**config.mk**
```make
export PLATFORM = sky130hd
export DESIGN_NAME = rr_mux4x32_arbiter_flat
export DESIGN_NICKNAME = d
export VERILOG_FILES = /design/src/rtl/rr_mux4x32_arbiter_pkg.sv /design/src/rtl/rr_mux4x32_arbiter_if.sv /design/src/rtl/rr_mux4x32_arbiter_mux.sv /design/src/rtl/rr_mux4x32_arbiter.sv /design/src/flat_wrapper.sv
export SDC_FILE = /design/constraint.sdc
export NUM_CORES = 1
export LEC_CHECK = 0
export BUFFER_PORTS_ARGS = -buffer_cell sky130_fd_sc_hd__buf_2
export CORE_MARGIN = 4
export CORE_UTILIZATION = 41
export DETAILED_ROUTE_END_ITERATION = 10
export HOLD_SLACK_MARGIN = 0.15
export PLACE_DENSITY = 0.87
export SETUP_SLACK_MARGIN = 0.3
export SYNTH_ARGS = -nofsm -noshare
export SYNTH_HDL_FRONTEND = slang
export SYNTH_HIERARCHICAL = 1
export SYNTH_SLANG_ARGS = --single-unit
```
**constraint.sdc**
```tcl
create_clock -name clk -period 3.08 [get_ports clk]
set_clock_uncertainty 0.15 [all_clocks]
set_input_delay 0.77 -clock clk [delete_from_list [all_inputs] [get_ports clk]]
set_output_delay 0.77 -clock clk [all_outputs]
set_load 0.03 [all_outputs]
```
**src/rtl/rr_mux4x32_arbiter_pkg.sv**
```systemverilog
// Shared types and constants for the round-robin result-path arbiter.
// Holds the rotate-priority pick used to choose the next winner.
package rr_mux4x32_arbiter_pkg;

    localparam int WIDTH = 32;
    localparam int REQ_N = 4;

    typedef logic [WIDTH-1:0] data_t;
    typedef logic [REQ_N-1:0] req_t;
    typedef logic [1:0]       idx_t;

    typedef enum logic {
        EMPTY = 1'b0,
        FULL  = 1'b1
    } state_e;

    // First requester after ptr, scanning ptr+1 .. ptr+4 modulo 4.
    function automatic idx_t rr_pick(req_t req, idx_t ptr);
        idx_t w;
        idx_t c;
        w = ptr;
        for (int k = REQ_N; k >= 1; k--) begin
            c = ptr + idx_t'(k);
            if (req[c]) w = c;
        end
        return w;
    endfunction

endpackage

```
**src/rtl/rr_mux4x32_arbiter_if.sv**
```systemverilog
// Requester/consumer bundle of the arbiter.
// slave is the arbiter side, master the producer/consumer side.
interface rr_mux4x32_arbiter_if;
    import rr_mux4x32_arbiter_pkg::*;

    req_t  req;
    data_t a0;
    data_t a1;
    data_t a2;
    data_t a3;
    req_t  gnt;
    idx_t  sel;
    data_t y;
    logic  out_valid;
    logic  out_ready;

    modport slave (
        input  req, a0, a1, a2, a3, out_ready,
        output gnt, sel, y, out_valid
    );

    modport master (
        output req, a0, a1, a2, a3, out_ready,
        input  gnt, sel, y, out_valid
    );

endinterface

```
**src/rtl/rr_mux4x32_arbiter_mux.sv**
```systemverilog
// Existing 4:1 32-bit datapath mux, select s_i.
// Purely combinational.
module mux4x32
    import rr_mux4x32_arbiter_pkg::*;
(
    input  data_t a0_i,
    input  data_t a1_i,
    input  data_t a2_i,
    input  data_t a3_i,
    input  idx_t  s_i,
    output data_t y_o
);

    always_comb begin
        y_o = a0_i;
        unique case (s_i)
            2'd0: y_o = a0_i;
            2'd1: y_o = a1_i;
            2'd2: y_o = a2_i;
            2'd3: y_o = a3_i;
        endcase
    end

endmodule

```
**src/rtl/rr_mux4x32_arbiter.sv**
```systemverilog
// Round-robin arbiter sharing one registered 32-bit result path
// between four producers behind a valid/ready handshake.
module rr_mux4x32_arbiter
    import rr_mux4x32_arbiter_pkg::*;
(
    input  logic                  clk,
    input  logic                  rst_n,
    rr_mux4x32_arbiter_if.slave   bus
);

    state_e state_q;
    data_t  y_q;
    data_t  y_d;
    idx_t   sel_q;
    idx_t   ptr_q;
    idx_t   win;
    logic   cap;

    assign win = rr_pick(bus.req, ptr_q);

    // Capture when the output slot is empty or drains on this edge.
    assign cap = rst_n && (|bus.req) &&
                 ((state_q == EMPTY) || bus.out_ready);

    assign bus.gnt = cap ? (req_t'(1) << win) : '0;

    mux4x32 u_mux (
        .a0_i (bus.a0),
        .a1_i (bus.a1),
        .a2_i (bus.a2),
        .a3_i (bus.a3),
        .s_i  (win),
        .y_o  (y_d)
    );

    always_ff @(posedge clk or negedge rst_n) begin
        if (!rst_n) begin
            state_q <= EMPTY;
            y_q     <= '0;
            sel_q   <= '0;
            ptr_q   <= 2'd3;
        end else if (cap) begin
            state_q <= FULL;
            y_q     <= y_d;
            sel_q   <= win;
            ptr_q   <= win;
        end else if ((state_q == FULL) && bus.out_ready) begin
            state_q <= EMPTY;
        end
    end

    assign bus.y         = y_q;
    assign bus.sel       = sel_q;
    assign bus.out_valid = (state_q == FULL);

endmodule

```
**src/flat_wrapper.sv**
```systemverilog
// flat-port wrapper written by rule: the top's interface ports become plain ports
module rr_mux4x32_arbiter_flat import rr_mux4x32_arbiter_pkg::*;
  (clk, rst_n, bus_req, bus_a0, bus_a1, bus_a2, bus_a3, bus_out_ready, bus_gnt, bus_sel, bus_y, bus_out_valid);
  rr_mux4x32_arbiter_if bus_i ();
  input  logic clk;
  input  logic rst_n;
  input wire logic [$bits(bus_i.req)-1:0] bus_req;
  input wire logic [$bits(bus_i.a0)-1:0] bus_a0;
  input wire logic [$bits(bus_i.a1)-1:0] bus_a1;
  input wire logic [$bits(bus_i.a2)-1:0] bus_a2;
  input wire logic [$bits(bus_i.a3)-1:0] bus_a3;
  input wire logic [$bits(bus_i.out_ready)-1:0] bus_out_ready;
  output wire logic [$bits(bus_i.gnt)-1:0] bus_gnt;
  output wire logic [$bits(bus_i.sel)-1:0] bus_sel;
  output wire logic [$bits(bus_i.y)-1:0] bus_y;
  output wire logic [$bits(bus_i.out_valid)-1:0] bus_out_valid;
  assign bus_i.req = bus_req;
  assign bus_i.a0 = bus_a0;
  assign bus_i.a1 = bus_a1;
  assign bus_i.a2 = bus_a2;
  assign bus_i.a3 = bus_a3;
  assign bus_i.out_ready = bus_out_ready;
  assign bus_gnt = bus_i.gnt;
  assign bus_sel = bus_i.sel;
  assign bus_y = bus_i.y;
  assign bus_out_valid = bus_i.out_valid;
  rr_mux4x32_arbiter u_core (.clk(clk), .rst_n(rst_n), .bus(bus_i));
endmodule
```
; Word level (Yosys, flattened, before mapping)
; Cells that the tools add are included.
[classes]
n_shift = 1
mux = 13
magnitude_cmp = 3
addsub = 3
bitwise = 1
n_reduce_logical = 7
n_eq_ne = 3
[op_table]
columns = cell, count
row1 = 32-bit one-hot mux with 4 select lines, 1
row2 = 2-bit by 3-bit < comparator with 1-bit output (second input constant), 3
row3 = 1-bit binary-select mux with 2-bit select, 3
row4 = 2-bit 2-to-1 mux, 3
row5 = 1-bit 2-to-1 mux, 5
row6 = 2-bit adder (second input constant), 2
row7 = 2-bit equality test (second input constant), 2
row8 = 4-bit 2-to-1 mux, 1
row9 = 4-bit OR reduction, 1
row10 = 1-bit by 2-bit left shift with 4-bit output (first input constant), 1
row11 = 1-bit logical AND, 3
row12 = 2-bit by 1-bit adder with 2-bit output (second input constant), 1
row13 = 2-bit by 1-bit equality test with 1-bit output (second input constant), 1
row14 = 2-bit logical NOT, 1
row15 = 2-bit nonzero test, 1
row16 = 1-bit logical OR, 1
row17 = 1-bit inverter, 1
[word_totals]
in_bits = 135
out_inout_bits = 39
register_bits = 37
wordCells = 35

; Longest topological paths before layout
[depth]
ltp_word = 8
depth_mapped = 8
mapped_depth_nobuf = 5

; Hierarchy
; The synthesis kept the hierarchy.
[modules_own_cells]
columns = mod, cells_each, area_per_inst_um2, seq_area_each_um2, n_inst
row1 = rr_mux4x32_arbiter, 104, 1569.0, 928.4, 1
row2 = mux4x32, 39, 814.5, 0.0, 1

; Worst setup path after synthesis
; No wires, ideal clock.
[synth_timing]
kind = input-to-output
from = in bus_req[1]
to = out bus_gnt[0]
path_slack_ns = 0.162
arrival_time_ns = 1.998
n_path_buf = 2
t_required_ns = 2.160
cell_stages = 5
path_cell_list = o41a_1 and2_4 buf_6 buf_6 and4_1
[synth_between]
elab_chain_len = 7
elab_cells_between_ends = 14
cone_classes = shift (1) / mux (10) / reduce/logical (3)
[synth_lines]
columns = element, line_no
row1 = start: declaration, flat_wrapper.sv:7  ; input wire logic [$bits(bus_i.req)-1:0] bus_req;
row2 = 1-bit binary-select mux with 2-bit select, rr_mux4x32_arbiter_pkg.sv:24  ; if (req[c]) w = c;
row3 = 1-bit 2-to-1 mux (not written as such), rr_mux4x32_arbiter_pkg.sv:24
row4 = 2-bit 2-to-1 mux (3 in series), rr_mux4x32_arbiter_pkg.sv:24
row5 = 1-bit by 2-bit left shift with 4-bit output, rr_mux4x32_arbiter.sv:25  ; assign bus.gnt = cap ? (req_t'(1) << win) : '0;
row6 = 4-bit 2-to-1 mux (*), rr_mux4x32_arbiter.sv:25
row7 = end: declaration, flat_wrapper.sv:13  ; output wire logic [$bits(bus_i.gnt)-1:0] bus_gnt;
; Mark *: on every way between the ends. The rest lies on a longest branch, timed or not. The select of a mux whose other input is x is not followed.

; Final worst setup path
[layout_timing]
from = in bus_req[3]
to = out bus_gnt[1]
[layout_between]
elab_chain_len = 7
elab_cells_between_ends = 14
cone_classes = shift (1) / mux (10) / reduce/logical (3)
[layout_lines]
columns = element, line_no
row1 = 1-bit binary-select mux with 2-bit select, rr_mux4x32_arbiter_pkg.sv:24
row2 = 1-bit 2-to-1 mux (not written as such), rr_mux4x32_arbiter_pkg.sv:24
row3 = 2-bit 2-to-1 mux (2 in series), rr_mux4x32_arbiter_pkg.sv:24
row4 = 2-bit 2-to-1 mux (*), rr_mux4x32_arbiter_pkg.sv:24
row5 = named net u_core.win[1], rr_mux4x32_arbiter.sv:16  ; idx_t win;
row6 = 1-bit by 2-bit left shift with 4-bit output (*), rr_mux4x32_arbiter.sv:25
row7 = 4-bit 2-to-1 mux (*), rr_mux4x32_arbiter.sv:25
; Mark *: on every way through the listed nets, which the timed path passes. The rest lies on a longest branch. The select of a mux whose other input is x is not followed.

==> metrics.txt <==
largest net degree at the start of global routing=38; via count=between 2000 and 2500; status=finished, final reports clean; f_max=between 300 and 400 MHz; distinct cell type count after synthesis=26; initial antenna violation count=0; Final Wtd Congestion=0.8032; fin. max-slew vios=0; Post-Synth Simple-Gate Area=a little over 3%; Worst-Skew Late Latency=approximately 280 ps; Final setup viols=0; CTS Buf Count=5; commonest non-fill, non-tap cell in the layout=buf_2; ANT nets after route=0; die area=roughly 0.0071 mm²; r2r endpoint=u_core/bus.y[28]; Crit Path Category=input pin to output port; area leader, netlist=dfrtp_1; CTS root buffer=clkbuf_8; GRT Resource Usage Total=between 10% and 20%; P_leak=approximately 1.7 nW; area grow syn2layout=47.82%; most frequent cells in the layout=buf_2, dfrtp_1, mux4_2; worst hold path startpoint=u_core/bus.y[30]; Setup crit end=bus_gnt[1]; vias per cell=approximately 5.3; Post-Synth XOR/XNOR Area=0%; post-synthesis mux area share=48.29%; Final #Nets=460; FF-to-FF Start=u_core/ptr_q[1]; CP endpoint kind=output port; total gr overflow=0; top post-synthesis cells by area=dfrtp_1, mux4_2, mux2_4, mux2_2, buf_12; area share of the largest cell type after synthesis=a little under two fifths; Starting Density=a little over two fifths; routed wire length=approximately 7 mm; worst-margin pin slew=between 400 and 500 ps; hold buffers post-CTS=0; Synthesis Warnings=6; max_cap viols=0; CP startpoint=bus_req[3]; final worst slack=331.4 ps; core area=between 0.005 and 0.006 mm²; cell count after synthesis=143; CP max FO=5; IO Port Bufs=173; Seq/Total Area, Yosys=about two fifths; largest family of logic cells by synthesized area=multiplexers; Post-Synthesis Cell Area=0.002384 mm²; TNS Setup=0 ps; Starting DRT DRC Count=68; Final Hold Fails=0; post-synth net total=around 280; Core Rows=27; peak supply drop=0.5491 mV; worst hold slack=~360 ps; vias in the first global route=2288; startpoint types=input pin; post-route minimum period=between 2000 and 3000 ps; Arrival @ worst endpoint=1830 ps; DRT Pass-1 Iters=4; area share of fa/ha/maj cells after synthesis=0%; Compound-Gate Fraction of Synth Area=3.937%; post-DP HPWL=about 5.7 mm; level count of the clock H-tree=2; Yosys reg bits=37; Period Utilization, post-route=89.24%; Die H=about 84 µm; RSZ-0062 raised after global routing=yes; pre-CTS setup slack=201.5 ps; drt drc=0; ANT cells=0; Post-Syn Area per Cell=between 15 and 20 µm²; fraction of layout cells with a size suffix above 1=between 80 and 90%; reg2reg setup slack=approximately 450 ps; Reg2Reg Depth=7; I/O Pins=~170; clk sinks=37; clock buffer depth=2; Worst-path clk slew=about 70 ps; WHS Path Cells=1; CTS tree=done; Die Wd=about 84 µm; first-pass GRT wire length=10.98 mm; CP required=around 2200 ps; Avg WL per Cell=17.51 µm; Slew HR=a little under 70%; power density of the placed cells=about 870 mW/mm²; min-delay worst type=flip-flop to flip-flop
## what timing repair did
action,CTS,global route
setup endpoints to repair,4,4
pin swaps,1,3
setup buffers,4,2
resized for setup,8,9
## cell type report
cell class | count | area, µm²
clock buffers | 5 | 68.82
clock inverters | 3 | 65.06
fillers | 438 | 2051
inverters | 2 | 7.507
multi-input cells | 92 | 1359
flip-flops and latches | 37 | 928.4
well taps | 72 | 90.09
repair buffers | 187 | 1005
## cells by family (layout without fill, tap and decap cells)
family                 count (synthesis)  after routing
AO/OA/AOI/OAI                         14             14
AND/OR/NAND/NOR                       13             13
flip-flops                            37             37
multiplexers                          65             65
buffers and inverters                 14            197
## worst max-delay path: stages
cell	delay (ps)
buf_2	130
nor3_1	210
a31o_2	210
inv_2	90
a211oi_4	250
buf_6	170
## synthesized netlist by cell type
master / count
a21o_1: 1
nand3b_1: 1
a211oi_1: 2
o41a_1: 1
mux2_4: 14
clkbuf_1: 1
inv_1: 2
nor2_1: 1
mux2i_1: 1
buf_6: 4
nand2_1: 5
and2_4: 1
mux4_2: 30
a21oi_1: 6
mux4_1: 2
and4_1: 2
a31o_2: 1
buf_2: 4
nand2b_1: 2
a31oi_1: 2
dfrtp_1: 35
nor3_1: 1
mux2_2: 18
buf_12: 3
dfstp_2: 2
a32oi_1: 1
## sequential cells by signal, indices dropped and copies added, names as in the netlist
register / count
u_core/bus.y: 32
u_core/bus.sel: 2
u_core/ptr_q: 2
u_core/bus.out_valid: 1
## per-layer routing
metal  up-vias  routed length [µm]  track usage (%)
li1        943                   -                -
met1      1038                2400            20.97
met2       129                3722            36.08
met3        11                 734            6.183
met4         0                 111            5.994
met5         -                   0                0
## through the flow
step	total power [mW]	utilization, %	area, µm²	cells
after global routing	3.229	63.21	3523	398
after global placement	2.489	58.99	3288	384
final	3.057	63.21	3523	398
after CTS	3.076	62.38	3477	396
after floorplan	2.114	-	2399	143
after detailed placement	2.551	58.99	3288	384
## power breakdown
part	switching (mW)	internal [mW]	total, mW
Sequential	0.125	0.721	0.846
Combinational	0.934	0.786	1.72
Clock	0.169	0.322	0.491
Total	1.23	1.83	3.06
## how the worst min path moves through the flow
stage                           end  slack (ps)
6_report           u_core/bus.y[30]         360
2_1_floorplan  u_core/bus.out_valid         320
3_3_place_gp       u_core/bus.y[30]         340
3_5_place_dp       u_core/bus.y[27]         340
5_1_grt            u_core/bus.y[10]         370
4_1_cts            u_core/bus.y[30]         360
Power figures use the tool's default switching activity.
